[src/rtl/leaf_pkt_pkg.sv]
// Shared field layout, control opcodes and state encoding for the BFT leaf packet interface.
package leaf_pkt_pkg;

  localparam int PACKET_BITS           = 49;
  localparam int PAYLOAD_BITS          = 32;
  localparam int NUM_LEAF_BITS         = 4;
  localparam int NUM_PORT_BITS         = 4;
  localparam int NUM_ADDR_BITS         = 7;
  localparam int NUM_BRAM_ADDR_BITS    = 7;
  localparam int FREESPACE_UPDATE_SIZE = 64;
  localparam int CREDIT_BITS           = NUM_BRAM_ADDR_BITS + 1;

  localparam int VALID_BIT = 48;
  localparam int LEAF_MSB  = 47;
  localparam int LEAF_LSB  = 44;
  localparam int PORT_MSB  = 43;
  localparam int PORT_LSB  = 40;
  localparam int ADDR_MSB  = 39;
  localparam int ADDR_LSB  = 33;
  localparam int CTRL_BIT  = 32;

  // Sub-fields inside the payload of a control packet
  localparam int OP_MSB       = 31;
  localparam int OP_LSB       = 30;
  localparam int CFG_LEAF_LSB = 8;
  localparam int CFG_PORT_LSB = 4;

  localparam logic [1:0] OP_CONFIG = 2'b01;
  localparam logic [1:0] OP_CREDIT = 2'b10;

  localparam logic [CREDIT_BITS-1:0] MAX_CREDITS = CREDIT_BITS'(1 << NUM_BRAM_ADDR_BITS);

  typedef enum logic [1:0] {
    ST_UNCFG = 2'd0,
    ST_RUN   = 2'd1,
    ST_STALL = 2'd2
  } state_t;

  function automatic logic [PACKET_BITS-1:0] pack_data(
    input logic [NUM_LEAF_BITS-1:0] leaf,
    input logic [NUM_PORT_BITS-1:0] port,
    input logic [NUM_ADDR_BITS-1:0] addr,
    input logic [PAYLOAD_BITS-1:0]  payload
  );
    return {1'b1, leaf, port, addr, 1'b0, payload};
  endfunction

endpackage

[src/rtl/leaf_pkt_ctrl_decode.sv]
// Combinational decode of config / credit-return control packets arriving from the BFT.
module leaf_pkt_ctrl_decode
  import leaf_pkt_pkg::*;
(
  input  logic [PACKET_BITS-1:0]   din_i,
  output logic                     is_config_o,
  output logic                     is_credit_o,
  output logic [NUM_LEAF_BITS-1:0] cfg_leaf_o,
  output logic [NUM_PORT_BITS-1:0] cfg_port_o
);

  logic       ctrl_vld;
  logic [1:0] opcode;
  logic       unused_bits;

  assign ctrl_vld    = din_i[VALID_BIT] & din_i[CTRL_BIT];
  assign opcode      = din_i[OP_MSB:OP_LSB];
  assign is_config_o = ctrl_vld && (opcode == OP_CONFIG);
  assign is_credit_o = ctrl_vld && (opcode == OP_CREDIT);
  assign cfg_leaf_o  = din_i[CFG_LEAF_LSB +: NUM_LEAF_BITS];
  assign cfg_port_o  = din_i[CFG_PORT_LSB +: NUM_PORT_BITS];

  // Routing header and the rest of the payload carry nothing for the transmit side
  assign unused_bits = ^{din_i[LEAF_MSB:ADDR_LSB], din_i[OP_LSB-1:CFG_LEAF_LSB+NUM_LEAF_BITS],
                         din_i[CFG_PORT_LSB-1:0]};

endmodule

[src/rtl/leaf_packet_tx.sv]
// BFT leaf transmit port: AXI-stream to 49-bit data packets with credit flow control, 1-cycle latency.
// Optional per-destination packet counter on pkt_count when LEAF_PACKET_TX_STATS_EN is defined.
module leaf_packet_tx
  import leaf_pkt_pkg::*;
(
  input  logic                    clk,
  input  logic                    reset,
  input  logic [PACKET_BITS-1:0]  din_leaf_bft2interface,
  output logic [PACKET_BITS-1:0]  dout_leaf_interface2bft,
  input  logic [PAYLOAD_BITS-1:0] s_tdata,
  input  logic                    s_tvalid,
  output logic                    s_tready,
  output logic                    configured,
  output logic [CREDIT_BITS-1:0]  credits
`ifdef LEAF_PACKET_TX_STATS_EN
  ,
  output logic [31:0]             pkt_count
`endif
);

  state_t                   state_q, state_d;
  logic [CREDIT_BITS-1:0]   credits_q, credits_d;
  logic [NUM_ADDR_BITS-1:0] addr_q, addr_d;
  logic [NUM_LEAF_BITS-1:0] leaf_q, leaf_d;
  logic [NUM_PORT_BITS-1:0] port_q, port_d;
  logic [PACKET_BITS-1:0]   dout_q, dout_d;
  logic [CREDIT_BITS:0]     credit_sum;

  logic                     is_config, is_credit, send;
  logic [NUM_LEAF_BITS-1:0] cfg_leaf;
  logic [NUM_PORT_BITS-1:0] cfg_port;

  leaf_pkt_ctrl_decode u_decode (
    .din_i       (din_leaf_bft2interface),
    .is_config_o (is_config),
    .is_credit_o (is_credit),
    .cfg_leaf_o  (cfg_leaf),
    .cfg_port_o  (cfg_port)
  );

  assign s_tready   = (state_q == ST_RUN) && (credits_q != '0);
  assign send       = s_tvalid && s_tready;
  assign configured = (state_q != ST_UNCFG);
  assign credits    = credits_q;
  assign dout_leaf_interface2bft = dout_q;

  always_ff @(posedge clk or posedge reset) begin
    if (reset) begin
      state_q   <= ST_UNCFG;
      credits_q <= MAX_CREDITS;
      addr_q    <= '0;
      leaf_q    <= '0;
      port_q    <= '0;
      dout_q    <= '0;
    end else begin
      state_q   <= state_d;
      credits_q <= credits_d;
      addr_q    <= addr_d;
      leaf_q    <= leaf_d;
      port_q    <= port_d;
      dout_q    <= dout_d;
    end
  end

  always_comb begin
    state_d    = state_q;
    leaf_d     = leaf_q;
    port_d     = port_q;
    addr_d     = addr_q;
    dout_d     = '0;
    credit_sum = {1'b0, credits_q} - {{CREDIT_BITS{1'b0}}, send}
               + (is_credit ? (CREDIT_BITS+1)'(FREESPACE_UPDATE_SIZE) : '0);
    credits_d  = (credit_sum > {1'b0, MAX_CREDITS}) ? MAX_CREDITS : credit_sum[CREDIT_BITS-1:0];

    // The outgoing packet always uses the destination/addr held before this cycle
    if (send) begin
      dout_d = pack_data(leaf_q, port_q, addr_q, s_tdata);
      addr_d = addr_q + 1'b1;
    end

    if (is_config) begin
      leaf_d    = cfg_leaf;
      port_d    = cfg_port;
      addr_d    = '0;
      credits_d = MAX_CREDITS;
    end

    case (state_q)
      ST_UNCFG: state_d = ST_UNCFG;
      ST_RUN:   if (credits_d == '0) state_d = ST_STALL;
      ST_STALL: if (credits_d != '0) state_d = ST_RUN;
      default:  state_d = ST_UNCFG;
    endcase
    if (is_config) state_d = ST_RUN;
  end

`ifdef LEAF_PACKET_TX_STATS_EN
  logic [31:0] pkt_count_q;

  always_ff @(posedge clk or posedge reset) begin
    if (reset) begin
      pkt_count_q <= '0;
    end else if (is_config) begin
      pkt_count_q <= '0;
    end else if (send) begin
      pkt_count_q <= pkt_count_q + 32'd1;
    end
  end

  assign pkt_count = pkt_count_q;
`endif

endmodule

[config.mk]
export PLATFORM = sky130hd
export DESIGN_NAME = leaf_packet_tx
export DESIGN_NICKNAME = d
export VERILOG_FILES = /design/src/rtl/leaf_pkt_pkg.sv /design/src/rtl/leaf_pkt_ctrl_decode.sv /design/src/rtl/leaf_packet_tx.sv
export SDC_FILE = /design/constraint.sdc
export NUM_CORES = 1
export LEC_CHECK = 0
export ABC_AREA = 1
export CORE_AREA = 5 5 96 98
export CTS_BUF_LIST = sky130_fd_sc_hd__clkbuf_8 sky130_fd_sc_hd__clkbuf_16
export CTS_CLUSTER_SIZE = 12
export DETAILED_ROUTE_END_ITERATION = 16
export DIE_AREA = 0 0 101 103
export GPL_TIMING_DRIVEN = 1
export PLACE_DENSITY = 0.88
export SYNTH_ARGS = -nofsm -noshare
export SYNTH_HDL_FRONTEND = slang
export SYNTH_SLANG_ARGS = --single-unit
[constraint.sdc]
create_clock -name clk -period 5.3 [get_ports clk]
set_clock_uncertainty 0.2 [all_clocks]
set_input_delay 1.06 -clock clk [delete_from_list [all_inputs] [get_ports clk]]
set_output_delay 1.06 -clock clk [all_outputs]
set_load 0.02 [all_outputs]
# After elaboration in Yosys (flattened, before gate mapping)
# Cells that the tools add are included.
# totals
regBits	74
wordCells	37
in_bits	84
out_inout_bits	59
# op_classes
magnitude_cmp	1
eq_ne	6
n_reduce_logical	10
add_sub_neg	3
n_bitwise	1
muxes	10
# ops
cell	n
49-bit two-way mux	1
7-bit two-way mux	3
8-bit two-way mux	2
8-bit nonzero test	2
9-bit by 7-bit adder with 9-bit output	1
9-bit by 8-bit greater-than comparator with 1-bit output (second input constant)	1
8-bit by 1-bit subtractor with 9-bit output	1
8-bit zero test	1
7-bit by 1-bit adder with 7-bit output (second input constant)	1
2-bit two-way mux	3
2-bit by 1-bit == test with 1-bit output (second input constant)	2
2-bit == test (second input constant)	2
1-bit logical AND	4
2-bit one-hot mux with 2 select lines	1
2-bit nonzero test	2
3-bit by 2-bit != test with 1-bit output (second input constant)	1
3-bit != test (second input constant)	1
2-bit AND reduction	1
1-bit bitwise AND	1

# Depth between registers and ports, before layout
# Gate-level depths: netlist (run 1).
# depth
word_depth	12
ltp_mapped	24
ltp_nobuf	24

# By module
# From an unflattened synthesis (run 1), not the netlist that was laid out.
# unflattened
cells_unflattened	369
hier_area_um2	3218.1
# modules_own_cells
mod	cells_per_inst	n_inst	area_each_um2	seq_area_each_um2
leaf_packet_tx	354	1	3131.8	1828.0
leaf_pkt_ctrl_decode	15	1	86.3	0.0

# Worst setup path before layout (run 1)
# OpenSTA, ideal clock, no wires.
# synth_path
kind	input port to flip-flop
startpoint	input s_tvalid
endpoint	register state_q[0]
stages	21
setup_ns	0.117
arrival_ns	2.932
slack_ns	2.052
required_time_ns	4.983
path_buffers	0
path_cell_list	nand3_2 inv_1 ha_1 inv_1 ha_1 inv_1 fa_1 inv_2 nand3_1 nand2_1 nand2_1 nand2_1 nor2_1 nand2_1 nand2_1 nand3_1 nand2_1 nor2_1 nand2_1 nand2_1 nand2_1
# synth_via
elab_chain_len	9
elab_cells_between_ends	11
cone_classes	add/sub (2); order compare (1); eq/ne (2); mux (2); reduce/logical (4)
# synth_rtl
item	line_no	rtl
start, declared	leaf_packet_tx.sv:11	input logic s_tvalid,
1-bit logical AND *	leaf_packet_tx.sv:42	assign send = s_tvalid && s_tready;
8-bit by 1-bit subtractor with 9-bit output *	leaf_packet_tx.sv:71	credit_sum = {1'b0, credits_q} - {{CREDIT_BITS{1'b0}}, send}
9-bit by 7-bit adder with 9-bit output *	leaf_packet_tx.sv:72	+ (is_credit ? (CREDIT_BITS+1)'(FREESPACE_UPDATE_SIZE) : '0);
9-bit by 8-bit greater-than comparator with 1-bit output	leaf_packet_tx.sv:73	credits_d = (credit_sum > {1'b0, MAX_CREDITS}) ? MAX_CREDITS : credit_sum[CREDIT_BITS-1:0];
8-bit two-way mux *	leaf_packet_tx.sv:73	
8-bit two-way mux *	leaf_packet_tx.sv:81	if (is_config) begin
8-bit nonzero test or 8-bit zero test (tied branches)	leaf_packet_tx.sv:91, leaf_packet_tx.sv:90	
3-bit != test (no source line) or 3-bit by 2-bit != test with 1-bit output (tied branches)	n/a	
2-bit AND reduction (no source line) *	n/a	
end signal, assigned	leaf_packet_tx.sv:56	state_q <= state_d;
end, declared	leaf_packet_tx.sv:21	state_t state_q, state_d;
# Every way passes the cells marked *; elsewhere a longest branch is shown, timed or not.
# A chain may end at the register's enable or synchronous reset.

# Worst setup path in the final report (run 1)
# layout_path
startpoint	input din_leaf_bft2interface[31]
endpoint	register state_q[0]
# layout_via
elab_chain_len	10
elab_cells_between_ends	15
cone_classes	add/sub (1); order compare (1); eq/ne (4); mux (4); reduce/logical (5)
# layout_rtl
item	line_no	rtl
start, declared	leaf_packet_tx.sv:8	input logic [PACKET_BITS-1:0] din_leaf_bft2interface,
2-bit == test	leaf_pkt_ctrl_decode.sv:19	assign is_credit_o = ctrl_vld && (opcode == OP_CREDIT);
1-bit logical AND	leaf_pkt_ctrl_decode.sv:19	
7-bit two-way mux	leaf_packet_tx.sv:72	
9-bit by 7-bit adder with 9-bit output	leaf_packet_tx.sv:72	
9-bit by 8-bit greater-than comparator with 1-bit output	leaf_packet_tx.sv:73	
8-bit two-way mux	leaf_packet_tx.sv:73	
8-bit two-way mux	leaf_packet_tx.sv:81	
8-bit nonzero test or 8-bit zero test (tied branches)	leaf_packet_tx.sv:91, leaf_packet_tx.sv:90	
3-bit != test (no source line) or 3-bit by 2-bit != test with 1-bit output (tied branches)	n/a	
2-bit AND reduction (no source line)	n/a	
# Several ways; a longest one is shown, not always the timed one.

==> impl_metrics.xml, run 1 <==
<?xml version="1.0" encoding="UTF-8"?>
<metrics>
  <group name="sta">
    <metric name="timing_max_transition_violations_final" unit="">0</metric>
    <metric name="timing.final.crit_period" unit="ps">3730</metric>
    <metric name="setup_repair_after_global_routing_missed_its_margin" unit="">false</metric>
    <metric name="fin_crit_sh" unit="%">70.3</metric>
    <metric name="max_slew_margin" unit="%">30.4</metric>
    <metric name="setup_viol" unit="">0</metric>
    <metric name="worst_hold_slack" unit="ps">290</metric>
    <metric name="achievable-frequency" unit="MHz">268</metric>
    <metric name="worst_slew_pin_slew" unit="ps">1040</metric>
    <metric name="layout_setup_ws" unit="ps">1570</metric>
    <metric name="finalHoldViolCount" unit="">0</metric>
    <metric name="tns" unit="ps">0</metric>
  </group>
  <group name="route">
    <metric name="drtAntennaViolNets" unit="">0</metric>
    <metric name="totalWireLength" unit="mm">7.35</metric>
    <metric name="drt-vias-per-instance" unit="">4.43</metric>
    <metric name="dr.first_iter.drc_count" unit="">94</metric>
    <metric name="num_vias" unit="">2578</metric>
    <metric name="first_pass_drt_iterations" unit="">4</metric>
    <metric name="post_route_drc_violation_count" unit="">0</metric>
    <metric name="drt-wirelength-per-cell" unit="um">12.6</metric>
  </group>
  <group name="yosys">
    <metric name="ys_seq_area_share" unit="%">57.2</metric>
    <metric name="syn-instance-count" unit="">361</metric>
    <metric name="syn_nets" unit="">458</metric>
    <metric name="syn_area" unit="sq um">3190</metric>
    <metric name="syn-mean-instance-area" unit="sq um">8.85</metric>
    <metric name="synthesis_stage_register_bit_count" unit="">73</metric>
    <metric name="yosys_warnings" unit="">0</metric>
    <metric name="synth_cell_types" unit="">32</metric>
  </group>
  <group name="worst_setup_path">
    <metric name="cp.arrival" unit="ps">3740</metric>
    <metric name="start_kind" unit="">input pin</metric>
    <metric name="r2r_cell_count" unit="">22</metric>
    <metric name="worst_setup_path_end_kind" unit="">flip-flop</metric>
    <metric name="critPathSlowestCell" unit="">sky130_fd_sc_hd__clkdlybuf4s50_1</metric>
    <metric name="crit_path_frequent_cell" unit="">sky130_fd_sc_hd__nand2_1</metric>
    <metric name="max_stage_delay" unit="ps">450</metric>
    <metric name="critical_path.cell_chain" unit="">clkdlybuf4s50_1 &gt; inv_1 &gt; or3_1 &gt; ha_1 &gt; inv_1 &gt; ha_1 &gt; inv_1 &gt; nor2_2 &gt; nand4_2 &gt; nand3_2 &gt; nand2_1 &gt; nand2_2 &gt; nand2_1 &gt; nand3_1 &gt; nand2_1 &gt; nor2_1 &gt; nand2_1 &gt; nand2_1 &gt; nand2_1</metric>
    <metric name="critical_path.max_fanout" unit="">4</metric>
    <metric name="worstSetupStartpoint" unit="">din_leaf_bft2interface[31]</metric>
    <metric name="critical_path.n_buffers_inverters" unit="">4</metric>
    <metric name="cp-endpoint" unit="">state_q[0]</metric>
    <metric name="critPathTopFamily" unit="">simple AND/OR/NAND/NOR gates</metric>
    <metric name="reg2reg_slack" unit="ps">1930</metric>
    <metric name="cp_data_required_time" unit="ps">5320</metric>
    <metric name="worst-setup-path-type" unit="">input pin to flip-flop</metric>
    <metric name="worstReg2RegStart" unit="">credits[2]</metric>
    <metric name="reg_to_reg_critical_path_endpoint" unit="">state_q[0]</metric>
    <metric name="worstSetupPathDepth" unit="">19</metric>
  </group>
  <group name="clocking">
    <metric name="worstSkewPairLatency" unit="ps">330</metric>
    <metric name="post_cts.repair.setup_buffers" unit="">0</metric>
    <metric name="cts-buffers-inserted" unit="">9</metric>
    <metric name="cts.root.buffer_cell" unit="">sky130_fd_sc_hd__clkbuf_8</metric>
    <metric name="tritoncts" unit="">built</metric>
    <metric name="clock-sinks" unit="">73</metric>
    <metric name="cts_hold_buffers" unit="">0</metric>
    <metric name="clockBufferDepth" unit="">2</metric>
    <metric name="cts_resized" unit="">0</metric>
    <metric name="clk_pin_slew_worst_paths" unit="ps">80</metric>
    <metric name="htreeDepth" unit="">3</metric>
  </group>
  <group name="hold_path">
    <metric name="hold_path_class" unit="">flip-flop to flip-flop</metric>
  </group>
  <group name="die">
    <metric name="pin_count" unit="">143</metric>
    <metric name="die_area" unit="sq um">10400</metric>
    <metric name="die-width" unit="um">101</metric>
    <metric name="start_util" unit="%">38.1</metric>
    <metric name="core_area" unit="sq um">8380</metric>
    <metric name="dieHeight" unit="um">103</metric>
    <metric name="placement_rows" unit="">34</metric>
  </group>
  <group name="placement">
    <metric name="place.port_buffers" unit="">104</metric>
    <metric name="place_congestion" unit="">0.864</metric>
    <metric name="placed_area" unit="sq um">4330</metric>
    <metric name="post_detailed_placement_half_perimeter_wirelength" unit="mm">5.53</metric>
    <metric name="placement.setup.worst_slack" unit="ps">1220</metric>
  </group>
  <group name="grt">
    <metric name="grt_util_all_layers" unit="%">14.1</metric>
    <metric name="grt_antenna_before_repair" unit="">0</metric>
    <metric name="grt_pass1_vias" unit="">2599</metric>
    <metric name="wire_length_of_the_first_global_routing_pass" unit="mm">11.6</metric>
    <metric name="globalRouteOverflowTotal" unit="">0</metric>
    <metric name="grt_start_max_net_pins" unit="">52</metric>
  </group>
  <group name="layout">
    <metric name="post_route_cells_drive_above_1_share" unit="%">8.86</metric>
    <metric name="fillers" unit="">733</metric>
    <metric name="multi_input_area" unit="sq um">995</metric>
    <metric name="finalNetCount" unit="">566</metric>
    <metric name="diodes" unit="">0</metric>
    <metric name="syn_to_final_growth" unit="%">41.0</metric>
    <metric name="final-seq-area" unit="sq um">1830</metric>
    <metric name="postLayoutCellArea" unit="sq um">4500</metric>
    <metric name="final_core_util" unit="%">53.7</metric>
  </group>
  <group name="power">
    <metric name="cellLeakagePower" unit="nW">2.31</metric>
    <metric name="vdd.ir_drop.worst" unit="mV">0.274</metric>
    <metric name="powerDensity" unit="nW/um^2">454</metric>
  </group>
  <group name="outcome">
    <metric name="status" unit="">complete, no violations</metric>
  </group>
  <group name="run">
    <metric name="maxCapViolations" unit="">0</metric>
  </group>
</metrics>
==> per-layer routing <==
metal  vias to the layer above  routed length [um]  global-route usage [%]
li1                       1283                   -                       -
met1                      1205                3020                    17.2
met2                        77                3760                    24.1
met3                        13                 431                    3.04
met4                         0                 140                    6.24
met5                         -                   0                       0
==> report_power, final <==
| part | internal, mW | switching [mW] |
|---|---|---|
| clock | 0.170 | 0.209 |
| sequential | 0.662 | 0.0467 |
| combinational | 0.378 | 0.581 |
| total | 1.21 | 0.837 |
==> metrics by stage <==
stage / power [mW] / instances
2_1_floorplan: 1.35 / 361
3_3_place_gp: 1.63 / 566
3_5_place_dp: 1.68 / 566
4_1_cts: 2.07 / 582
5_1_grt: 2.20 / 582
6_report: 2.05 / 582
==> final cells by class <==
type	instances	share of cell area (%)
Clock buffer	9	2.75
Clock inverter	7	1.03
Inverter	85	7.09
Multi-Input combinational cell	194	22.1
Sequential cell	73	40.6
Tap cell	108	3.00
Timing Repair Buffer	106	23.5
==> flip-flops by register name (all words and copies together), names as in the netlist <==
signal and flops:
port_q 4, addr_q 7, leaf_q 4, dout_leaf_interface2bft 48
state_q 2, credits 8
==> cell usage in the layout (no fill, tap or decap) <==
| cell | instances |
|---|---|
| sky130_fd_sc_hd__dfrtp_1 | 72 |
| sky130_fd_sc_hd__nor4_2 | 1 |
| sky130_fd_sc_hd__fa_1 | 1 |
| sky130_fd_sc_hd__nand2_2 | 4 |
| sky130_fd_sc_hd__nor3_1 | 6 |
| sky130_fd_sc_hd__clkdlybuf4s50_1 | 104 |
| sky130_fd_sc_hd__a21oi_1 | 6 |
| sky130_fd_sc_hd__clkbuf_8 | 9 |
| sky130_fd_sc_hd__nor3_2 | 1 |
| sky130_fd_sc_hd__o41ai_1 | 1 |
| sky130_fd_sc_hd__or3_1 | 1 |
| sky130_fd_sc_hd__xor2_1 | 1 |
| sky130_fd_sc_hd__clkinvlp_4 | 2 |
| sky130_fd_sc_hd__inv_6 | 2 |
| sky130_fd_sc_hd__buf_4 | 2 |
| sky130_fd_sc_hd__clkinv_2 | 2 |
| sky130_fd_sc_hd__or2_2 | 1 |
| sky130_fd_sc_hd__nor2_1 | 63 |
| sky130_fd_sc_hd__nand4_1 | 4 |
| sky130_fd_sc_hd__dfstp_2 | 1 |
| sky130_fd_sc_hd__inv_1 | 78 |
| sky130_fd_sc_hd__o21ai_0 | 13 |
| sky130_fd_sc_hd__a21oi_2 | 1 |
| sky130_fd_sc_hd__inv_2 | 7 |
| sky130_fd_sc_hd__nand4_2 | 1 |
| sky130_fd_sc_hd__conb_1 | 1 |
| sky130_fd_sc_hd__ha_1 | 12 |
| sky130_fd_sc_hd__nor2_2 | 5 |
| sky130_fd_sc_hd__nand2_1 | 53 |
| sky130_fd_sc_hd__nand3_2 | 3 |
| sky130_fd_sc_hd__clkinv_1 | 1 |
| sky130_fd_sc_hd__nand3_1 | 14 |
| sky130_fd_sc_hd__o21ai_1 | 1 |
==> worst min path at each step <==
stage | start | end | cells after the start
after floorplan | port_q[0] | dout_leaf_interface2bft[40] | 2
after global placement | port_q[3] | dout_leaf_interface2bft[43] | 2
after detailed placement | leaf_q[2] | dout_leaf_interface2bft[46] | 2
after CTS | leaf_q[1] | dout_leaf_interface2bft[45] | 2
after global routing | leaf_q[3] | dout_leaf_interface2bft[47] | 2
final | leaf_q[1] | dout_leaf_interface2bft[45] | 2
==> logic make-up after synthesis <==
group	synth area share, %
simple gates	21.7
xor+xnor	0.274
flops	57.2
other cells	0.117
buf+inv	11.6
compound gates	3.68
fa+ha+maj	5.33
==> synth_stat cells <==
| library cell | n | share of area, % |
|---|---|---|
| sky130_fd_sc_hd__inv_1 | 78 | 9.2 |
| sky130_fd_sc_hd__clkinv_1 | 1 | 0.12 |
| sky130_fd_sc_hd__a21oi_2 | 1 | 0.27 |
| sky130_fd_sc_hd__buf_2 | 3 | 0.47 |
| sky130_fd_sc_hd__fa_1 | 1 | 0.63 |
| sky130_fd_sc_hd__clkbuf_1 | 2 | 0.24 |
| sky130_fd_sc_hd__nand2_1 | 53 | 6.2 |
| sky130_fd_sc_hd__xor2_1 | 1 | 0.27 |
| sky130_fd_sc_hd__nand2_2 | 4 | 0.78 |
| sky130_fd_sc_hd__dfrtp_1 | 72 | 56 |
| sky130_fd_sc_hd__nor4_2 | 1 | 0.39 |
| sky130_fd_sc_hd__or2_2 | 1 | 0.20 |
| sky130_fd_sc_hd__buf_1 | 2 | 0.24 |
| sky130_fd_sc_hd__nor3_1 | 6 | 0.94 |
| sky130_fd_sc_hd__nor2_2 | 5 | 0.98 |
| sky130_fd_sc_hd__nor3_2 | 1 | 0.31 |
| sky130_fd_sc_hd__or3_1 | 1 | 0.20 |
| sky130_fd_sc_hd__inv_2 | 6 | 0.71 |
| sky130_fd_sc_hd__nand4_2 | 1 | 0.39 |
| sky130_fd_sc_hd__conb_1 | 1 | 0.12 |
| sky130_fd_sc_hd__nand3_2 | 3 | 0.94 |
| sky130_fd_sc_hd__o21ai_1 | 1 | 0.16 |
| sky130_fd_sc_hd__buf_4 | 1 | 0.24 |
| sky130_fd_sc_hd__a21oi_1 | 6 | 0.94 |
| sky130_fd_sc_hd__o21ai_0 | 13 | 2.0 |
| sky130_fd_sc_hd__nor2_1 | 63 | 7.4 |
| sky130_fd_sc_hd__nand4_1 | 4 | 0.78 |
| sky130_fd_sc_hd__ha_1 | 12 | 4.7 |
| sky130_fd_sc_hd__dfstp_2 | 1 | 0.82 |
| sky130_fd_sc_hd__clkbuf_8 | 1 | 0.43 |
| sky130_fd_sc_hd__nand3_1 | 14 | 2.2 |
| sky130_fd_sc_hd__o41ai_1 | 1 | 0.27 |
==> worst reg2reg max path: stages, from the launching register on <==
cell and delay, ps:
sky130_fd_sc_hd__dfrtp_1 430, sky130_fd_sc_hd__inv_1 100, sky130_fd_sc_hd__ha_1 170, sky130_fd_sc_hd__nand4_1 160
sky130_fd_sc_hd__nand3_2 110, sky130_fd_sc_hd__inv_1 100, sky130_fd_sc_hd__ha_1 190, sky130_fd_sc_hd__inv_1 50
sky130_fd_sc_hd__ha_1 160, sky130_fd_sc_hd__inv_1 60, sky130_fd_sc_hd__fa_1 420, sky130_fd_sc_hd__inv_2 110
sky130_fd_sc_hd__nand4_2 170, sky130_fd_sc_hd__nand3_2 120, sky130_fd_sc_hd__nand2_1 60, sky130_fd_sc_hd__nand2_2 80
sky130_fd_sc_hd__nand2_1 70, sky130_fd_sc_hd__nand3_1 110, sky130_fd_sc_hd__nand2_1 80, sky130_fd_sc_hd__nor2_1 100
sky130_fd_sc_hd__nand2_1 80, sky130_fd_sc_hd__nand2_1 80, sky130_fd_sc_hd__nand2_1 40
Note: power is estimated with default switching activity, not from simulation.
==> run 2, diff against run 1 <==
clock period = 3.9 ns   (was 5.3 ns; I/O delays follow)
==> impl_metrics.xml, run 2 (synthesis gave the netlist of run 1 again) <==
<?xml version="1.0" encoding="UTF-8"?>
<metrics>
  <group name="route">
    <metric name="post_route_drc_violation_count" unit="">0</metric>
    <metric name="first_pass_drt_iterations" unit="">4</metric>
    <metric name="routedLengthMet1" unit="mm">2.95</metric>
    <metric name="drt-wirelength-per-cell" unit="um">12.2</metric>
    <metric name="drtAntennaViolNets" unit="">0</metric>
    <metric name="num_vias" unit="">2552</metric>
    <metric name="dr.first_iter.drc_count" unit="">52</metric>
    <metric name="route.met3.wl" unit="um">457</metric>
    <metric name="drt-vias-per-instance" unit="">4.38</metric>
    <metric name="wl_met2" unit="mm">3.53</metric>
    <metric name="top_layer" unit="">met4</metric>
    <metric name="totalWireLength" unit="mm">7.11</metric>
  </group>
  <group name="layout">
    <metric name="postLayoutCellArea" unit="sq um">4550</metric>
    <metric name="largest_register_ff_count" unit="">48</metric>
    <metric name="diodes" unit="">0</metric>
    <metric name="finalNetCount" unit="">567</metric>
    <metric name="syn_to_final_growth" unit="%">42.4</metric>
    <metric name="final_cell_mix" unit="">sky130_fd_sc_hd__clkdlybuf4s50_1, sky130_fd_sc_hd__inv_1, sky130_fd_sc_hd__dfrtp_1, sky130_fd_sc_hd__nor2_1, sky130_fd_sc_hd__nand2_1</metric>
    <metric name="post_route_cells_drive_above_1_share" unit="%">9.05</metric>
    <metric name="fillers" unit="">772</metric>
    <metric name="mostFrequentLayoutCell" unit="">sky130_fd_sc_hd__clkdlybuf4s50_1</metric>
  </group>
  <group name="grt">
    <metric name="grt_antenna_before_repair" unit="">0</metric>
    <metric name="grt_util_all_layers" unit="%">13.7</metric>
    <metric name="globalRouteOverflowTotal" unit="">0</metric>
    <metric name="wire_length_of_the_first_global_routing_pass" unit="mm">11.4</metric>
    <metric name="grt_start_max_net_pins" unit="">52</metric>
    <metric name="grt_pass1_vias" unit="">2531</metric>
  </group>
  <group name="worst_setup_path">
    <metric name="worst_setup_path_end_kind" unit="">flip-flop</metric>
    <metric name="worst-setup-path-type" unit="">flip-flop to flip-flop</metric>
    <metric name="cp_data_required_time" unit="ps">3910</metric>
    <metric name="critical_path.max_fanout" unit="">4</metric>
    <metric name="cp.arrival" unit="ps">3360</metric>
    <metric name="start_kind" unit="">flip-flop</metric>
  </group>
  <group name="sta">
    <metric name="timing.final.crit_period" unit="ps">3360</metric>
    <metric name="timing_max_transition_violations_final" unit="">0</metric>
    <metric name="setup_repair_after_global_routing_missed_its_margin" unit="">false</metric>
    <metric name="worst_slew_pin_slew" unit="ps">766</metric>
    <metric name="tns" unit="ps">0</metric>
    <metric name="setup_viol" unit="">0</metric>
    <metric name="finalHoldViolCount" unit="">0</metric>
    <metric name="max_slew_margin" unit="%">48.9</metric>
    <metric name="achievable-frequency" unit="MHz">298</metric>
    <metric name="layout_setup_ws" unit="ps">543</metric>
    <metric name="fin_crit_sh" unit="%">86.1</metric>
  </group>
  <group name="clocking">
    <metric name="clockBufferDepth" unit="">2</metric>
    <metric name="tritoncts" unit="">built</metric>
    <metric name="cts_resized" unit="">0</metric>
    <metric name="clock-sinks" unit="">73</metric>
    <metric name="cts-buffers-inserted" unit="">9</metric>
    <metric name="worstSkewPairLatency" unit="ps">330</metric>
    <metric name="cts_hold_buffers" unit="">0</metric>
    <metric name="post_cts.repair.setup_buffers" unit="">0</metric>
    <metric name="cts.root.buffer_cell" unit="">sky130_fd_sc_hd__clkbuf_8</metric>
    <metric name="htreeDepth" unit="">3</metric>
    <metric name="clk_pin_slew_worst_paths" unit="ps">70</metric>
  </group>
  <group name="die">
    <metric name="placement_rows" unit="">34</metric>
    <metric name="core_area" unit="sq um">8380</metric>
    <metric name="pin_count" unit="">143</metric>
    <metric name="die_area" unit="sq um">10400</metric>
    <metric name="start_util" unit="%">38.1</metric>
    <metric name="dieHeight" unit="um">103</metric>
    <metric name="die-width" unit="um">101</metric>
  </group>
  <group name="placement">
    <metric name="place_congestion" unit="">0.844</metric>
    <metric name="placed_area" unit="sq um">4350</metric>
    <metric name="place.port_buffers" unit="">104</metric>
    <metric name="post_detailed_placement_half_perimeter_wirelength" unit="mm">5.36</metric>
    <metric name="placement.setup.worst_slack" unit="ps">208</metric>
  </group>
  <group name="hold_path">
    <metric name="hold_path_class" unit="">flip-flop to flip-flop</metric>
  </group>
  <group name="run">
    <metric name="maxCapViolations" unit="">0</metric>
  </group>
  <group name="power">
    <metric name="vdd.ir_drop.worst" unit="mV">0.289</metric>
    <metric name="powerDensity" unit="nW/um^2">619</metric>
    <metric name="cellLeakagePower" unit="nW">2.33</metric>
  </group>
  <group name="outcome">
    <metric name="status" unit="">complete, no violations</metric>
  </group>
</metrics>
[run 2: changes by cell type in the layout (fill, tap and decap cells not counted)]
cell | previous run | this run
sky130_fd_sc_hd__buf_12 | 0 | 1
sky130_fd_sc_hd__inv_6 | 2 | 1
sky130_fd_sc_hd__clkinv_2 | 2 | 1
sky130_fd_sc_hd__clkinvlp_4 | 2 | 3
sky130_fd_sc_hd__bufinv_16 | 0 | 1
[run 2: cell type report]
cell class                      instances  area [sq um]  share of cell area (%)
Clock buffer                            9           124                    2.72
Multi-Input combinational cell        194           995                    21.9
Tap cell                              108           135                    2.97
Clock inverter                          7          70.1                    1.54
Sequential cell                        73          1830                    40.2
Timing Repair Buffer                  107          1080                    23.7
Inverter                               85           319                    7.02
[run 2: worst max-delay path, stage by stage (launching register included)]
cell                      delay, ps
sky130_fd_sc_hd__dfrtp_1        450
sky130_fd_sc_hd__inv_1          110
sky130_fd_sc_hd__ha_1           170
sky130_fd_sc_hd__nand4_1        180
sky130_fd_sc_hd__nand3_2        110
sky130_fd_sc_hd__inv_1          100
sky130_fd_sc_hd__ha_1           190
sky130_fd_sc_hd__inv_1           60
sky130_fd_sc_hd__ha_1           160
sky130_fd_sc_hd__inv_1           60
sky130_fd_sc_hd__fa_1           420
sky130_fd_sc_hd__inv_2          110
sky130_fd_sc_hd__nand3_1        100
sky130_fd_sc_hd__nand2_1         90
sky130_fd_sc_hd__nand2_1         70
sky130_fd_sc_hd__nand2_1         70
sky130_fd_sc_hd__nor2_1          40
sky130_fd_sc_hd__nand2_1         60
sky130_fd_sc_hd__nand2_1         70
sky130_fd_sc_hd__nand3_1         90
sky130_fd_sc_hd__nand2_1         60
sky130_fd_sc_hd__nor2_1          90
sky130_fd_sc_hd__nand2_1         80
sky130_fd_sc_hd__nand2_1         70
sky130_fd_sc_hd__nand2_1         40
[run 2: per-stage QoR]
step	instances	hold WS (ps)	utilization, %	total power [mW]
floorplan	361	257	-	1.84
global placement	567	264	51.9	2.22
detailed placement	567	274	51.9	2.27
CTS	583	295	54.3	2.85
global route	583	323	54.3	3.03
finish	583	290	54.3	2.81
[run 2: path summary, 6_finish.rpt]
kind / start / endpoint / slack (ps) / cells after the start
hold / removal: port_q[1] / dout_leaf_interface2bft[41] / 290 / 2
min in group asynchronous: reset / dout_leaf_interface2bft[15] / 700 / 2
setup reg to reg: credits[2] / state_q[0] / 540 / 24
setup / recovery: credits[2] / state_q[0] / 540 / 24
hold reg to reg: port_q[1] / dout_leaf_interface2bft[41] / 290 / 2
max in group asynchronous: reset / credits[7] / 2070 / 3
[run 2: layer usage]
layer,vias to the layer above,track usage [%]
met5,-,0
met1,1183,16.9
met4,0,5.83
li1,1282,-
met2,72,23.0
met3,15,3.59
[run 2: where the power goes]
part / switching [mW] / total (mW) / internal (mW) / leakage [nW]
Sequential: 0.0667 / 0.966 / 0.900 / 0.982
Clock: 0.274 / 0.568 / 0.294 / 0.0931
Combinational: 0.766 / 1.28 / 0.514 / 1.25
Total: 1.11 / 2.81 / 1.71 / 2.33
==> run 3, diff against run 2 <==
DONT_BUFFER_PORTS = 1   (was default)
PLACE_DENSITY = 0.65   (was 0.88)
clock period = 4 ns   (was 3.9 ns; I/O delays follow)
==> impl_metrics.xml, run 3 (synthesis gave the netlist of run 1 again) <==
<?xml version="1.0" encoding="UTF-8"?>
<metrics>
  <group name="outcome">
    <metric name="status" unit="">complete, no violations</metric>
  </group>
  <group name="die">
    <metric name="die_area" unit="sq um">10400</metric>
    <metric name="die-width" unit="um">101</metric>
    <metric name="start_util" unit="%">38.1</metric>
    <metric name="dieHeight" unit="um">103</metric>
    <metric name="pin_count" unit="">143</metric>
    <metric name="placement_rows" unit="">34</metric>
    <metric name="core_area" unit="sq um">8380</metric>
  </group>
  <group name="sta">
    <metric name="max_slew_margin" unit="%">38.8</metric>
    <metric name="achievable-frequency" unit="MHz">297</metric>
    <metric name="worst_slew_pin_slew" unit="ps">918</metric>
    <metric name="setup_repair_after_global_routing_missed_its_margin" unit="">false</metric>
    <metric name="timing_max_transition_violations_final" unit="">0</metric>
    <metric name="tns" unit="ps">0</metric>
    <metric name="timing.final.crit_period" unit="ps">3370</metric>
    <metric name="setup_viol" unit="">0</metric>
    <metric name="finalHoldViolCount" unit="">0</metric>
    <metric name="fin_crit_sh" unit="%">84.3</metric>
  </group>
  <group name="grt">
    <metric name="grt_antenna_before_repair" unit="">0</metric>
    <metric name="grt_pass1_vias" unit="">2108</metric>
    <metric name="globalRouteOverflowTotal" unit="">0</metric>
    <metric name="grt_util_all_layers" unit="%">12.5</metric>
    <metric name="wire_length_of_the_first_global_routing_pass" unit="mm">9.97</metric>
    <metric name="grt_start_max_net_pins" unit="">74</metric>
  </group>
  <group name="layout">
    <metric name="finalNetCount" unit="">463</metric>
    <metric name="final_cell_mix" unit="">sky130_fd_sc_hd__inv_1, sky130_fd_sc_hd__dfrtp_1, sky130_fd_sc_hd__nor2_1, sky130_fd_sc_hd__nand2_1, sky130_fd_sc_hd__nand3_1</metric>
    <metric name="largest_register_ff_count" unit="">48</metric>
    <metric name="mostFrequentLayoutCell" unit="">sky130_fd_sc_hd__inv_1</metric>
    <metric name="post_route_cells_drive_above_1_share" unit="%">11.6</metric>
    <metric name="fillers" unit="">828</metric>
    <metric name="diodes" unit="">0</metric>
    <metric name="final_core_util" unit="%">42.0</metric>
    <metric name="syn_to_final_growth" unit="%">10.1</metric>
  </group>
  <group name="power">
    <metric name="cell_internal_pwr" unit="mW">1.53</metric>
    <metric name="sequentialPowerShare" unit="%">41.2</metric>
    <metric name="power_switching" unit="mW">1.06</metric>
    <metric name="cellLeakagePower" unit="nW">1.96</metric>
    <metric name="powerDensity" unit="nW/um^2">735</metric>
    <metric name="vdd.ir_drop.worst" unit="mV">0.453</metric>
    <metric name="power.share.combinational" unit="%">34.1</metric>
    <metric name="netSwitchingFraction" unit="%">40.9</metric>
    <metric name="clockPowerShare" unit="%">24.6</metric>
  </group>
  <group name="worst_setup_path">
    <metric name="cp_data_required_time" unit="ps">4010</metric>
    <metric name="worst-setup-path-type" unit="">flip-flop to flip-flop</metric>
    <metric name="critPathTopFamily" unit="">simple AND/OR/NAND/NOR gates</metric>
    <metric name="critical_path.cell_chain" unit="">inv_1 &gt; ha_1 &gt; nand4_1 &gt; nand3_2 &gt; inv_1 &gt; ha_1 &gt; inv_1 &gt; ha_1 &gt; inv_1 &gt; fa_1 &gt; inv_2 &gt; nand4_2 &gt; nand3_2 &gt; nand2_1 &gt; nand2_2 &gt; nand2_1 &gt; nand3_1 &gt; nand2_1 &gt; nor2_1 &gt; nand2_1 &gt; nand2_1 &gt; nand2_1</metric>
    <metric name="max_stage_delay" unit="ps">510</metric>
    <metric name="cp.arrival" unit="ps">3380</metric>
    <metric name="crit_path_frequent_cell" unit="">sky130_fd_sc_hd__nand2_1</metric>
    <metric name="critical_path.n_buffers_inverters" unit="">5</metric>
    <metric name="critPathSlowestCell" unit="">sky130_fd_sc_hd__dfrtp_1</metric>
    <metric name="critical_path.max_fanout" unit="">4</metric>
    <metric name="start_kind" unit="">flip-flop</metric>
    <metric name="reg2reg_slack" unit="ps">630</metric>
    <metric name="worst_setup_path_end_kind" unit="">flip-flop</metric>
  </group>
  <group name="route">
    <metric name="drtAntennaViolNets" unit="">0</metric>
    <metric name="drt-vias-per-instance" unit="">4.54</metric>
    <metric name="dr.first_iter.drc_count" unit="">80</metric>
    <metric name="num_vias" unit="">2173</metric>
    <metric name="totalWireLength" unit="mm">6.38</metric>
    <metric name="first_pass_drt_iterations" unit="">4</metric>
    <metric name="drt-wirelength-per-cell" unit="um">13.3</metric>
    <metric name="post_route_drc_violation_count" unit="">0</metric>
  </group>
  <group name="clocking">
    <metric name="htreeDepth" unit="">3</metric>
    <metric name="cts_hold_buffers" unit="">0</metric>
    <metric name="cts.root.buffer_cell" unit="">sky130_fd_sc_hd__clkbuf_8</metric>
    <metric name="clk_pin_slew_worst_paths" unit="ps">80</metric>
    <metric name="cts-buffers-inserted" unit="">9</metric>
    <metric name="clockBufferDepth" unit="">2</metric>
    <metric name="tritoncts" unit="">built</metric>
    <metric name="cts_resized" unit="">0</metric>
    <metric name="clock-sinks" unit="">73</metric>
    <metric name="worstSkewPairLatency" unit="ps">340</metric>
    <metric name="post_cts.repair.setup_buffers" unit="">0</metric>
  </group>
  <group name="placement">
    <metric name="place_congestion" unit="">0.853</metric>
    <metric name="post_detailed_placement_half_perimeter_wirelength" unit="mm">4.47</metric>
    <metric name="place.port_buffers" unit="">0</metric>
  </group>
  <group name="hold_path">
    <metric name="hold_path_class" unit="">flip-flop to flip-flop</metric>
  </group>
  <group name="run">
    <metric name="maxCapViolations" unit="">0</metric>
  </group>
</metrics>
==> run 3: cell types whose count changed in the layout (fill, tap and decap cells not counted), sizes merged <==
| cell | change |
|---|---|
| bufinv | +1 |
| clkdlybuf4s50 | -104 |
| clkinvlp | -2 |
| inv | +1 |
==> run 3: worst paths after layout <==
| check | startpoint | endpoint | cells after the start |
|---|---|---|---|
| max | credits[2] | state_q[0] | 22 |
| min | port_q[0] | dout_leaf_interface2bft[40] | 2 |
| max reg2reg | credits[2] | state_q[0] | 22 |
| min reg2reg | port_q[0] | dout_leaf_interface2bft[40] | 2 |
| max in group asynchronous | reset | state_q[0] | 2 |
| min in group asynchronous | reset | dout_leaf_interface2bft[25] | 2 |
==> run 3: power groups by stage <==
stage	Clock (mW)	Combinational (mW)	Sequential (mW)
after CTS	0.662	0.892	1.07
final	0.637	0.882	1.07
after global placement	0	0.865	1.08
after detailed placement	0	0.883	1.09
after global routing	0.695	1.01	1.09
after floorplan	0	0.734	1.06
==> run 3: layout make-up <==
type / instances / area, sq um / area share [%]
flip-flops and latches: 73 / 1830 / 52.0
multi-input cells: 194 / 995 / 28.3
inverters: 85 / 319 / 9.07
well taps: 108 / 135 / 3.84
clock inverters: 7 / 93.8 / 2.67
repair buffers: 3 / 22.5 / 0.640
clock buffers: 9 / 124 / 3.52
==> run 3: layer usage <==
| layer | up-vias | global-route usage (%) | routed length [um] |
|---|---|---|---|
| met5 | - | 0 | 0 |
| met4 | 0 | 3.99 | 75 |
| met3 | 7 | 6.02 | 594 |
| met2 | 83 | 19.6 | 3090 |
| met1 | 999 | 15.3 | 2620 |
| li1 | 1084 | - | - |
==> run 3: metrics by stage <==
stage	cells	total power, mW	hold slack, ps	area [sq um]	worst slack, ps
2_1_floorplan	361	1.79	257	3190	951
3_3_place_gp	463	1.95	270	3300	603
3_5_place_dp	463	1.97	277	3300	582
4_1_cts	479	2.63	297	3520	556
5_1_grt	479	2.79	306	3520	282
6_report	479	2.58	287	3520	628
==> run 3: tightest hold or removal path: cells and delay by family (launching register included) <==
family        cells  cell delay, ps
simple gates      1              90
buf+inv           1              40
flops             1             320
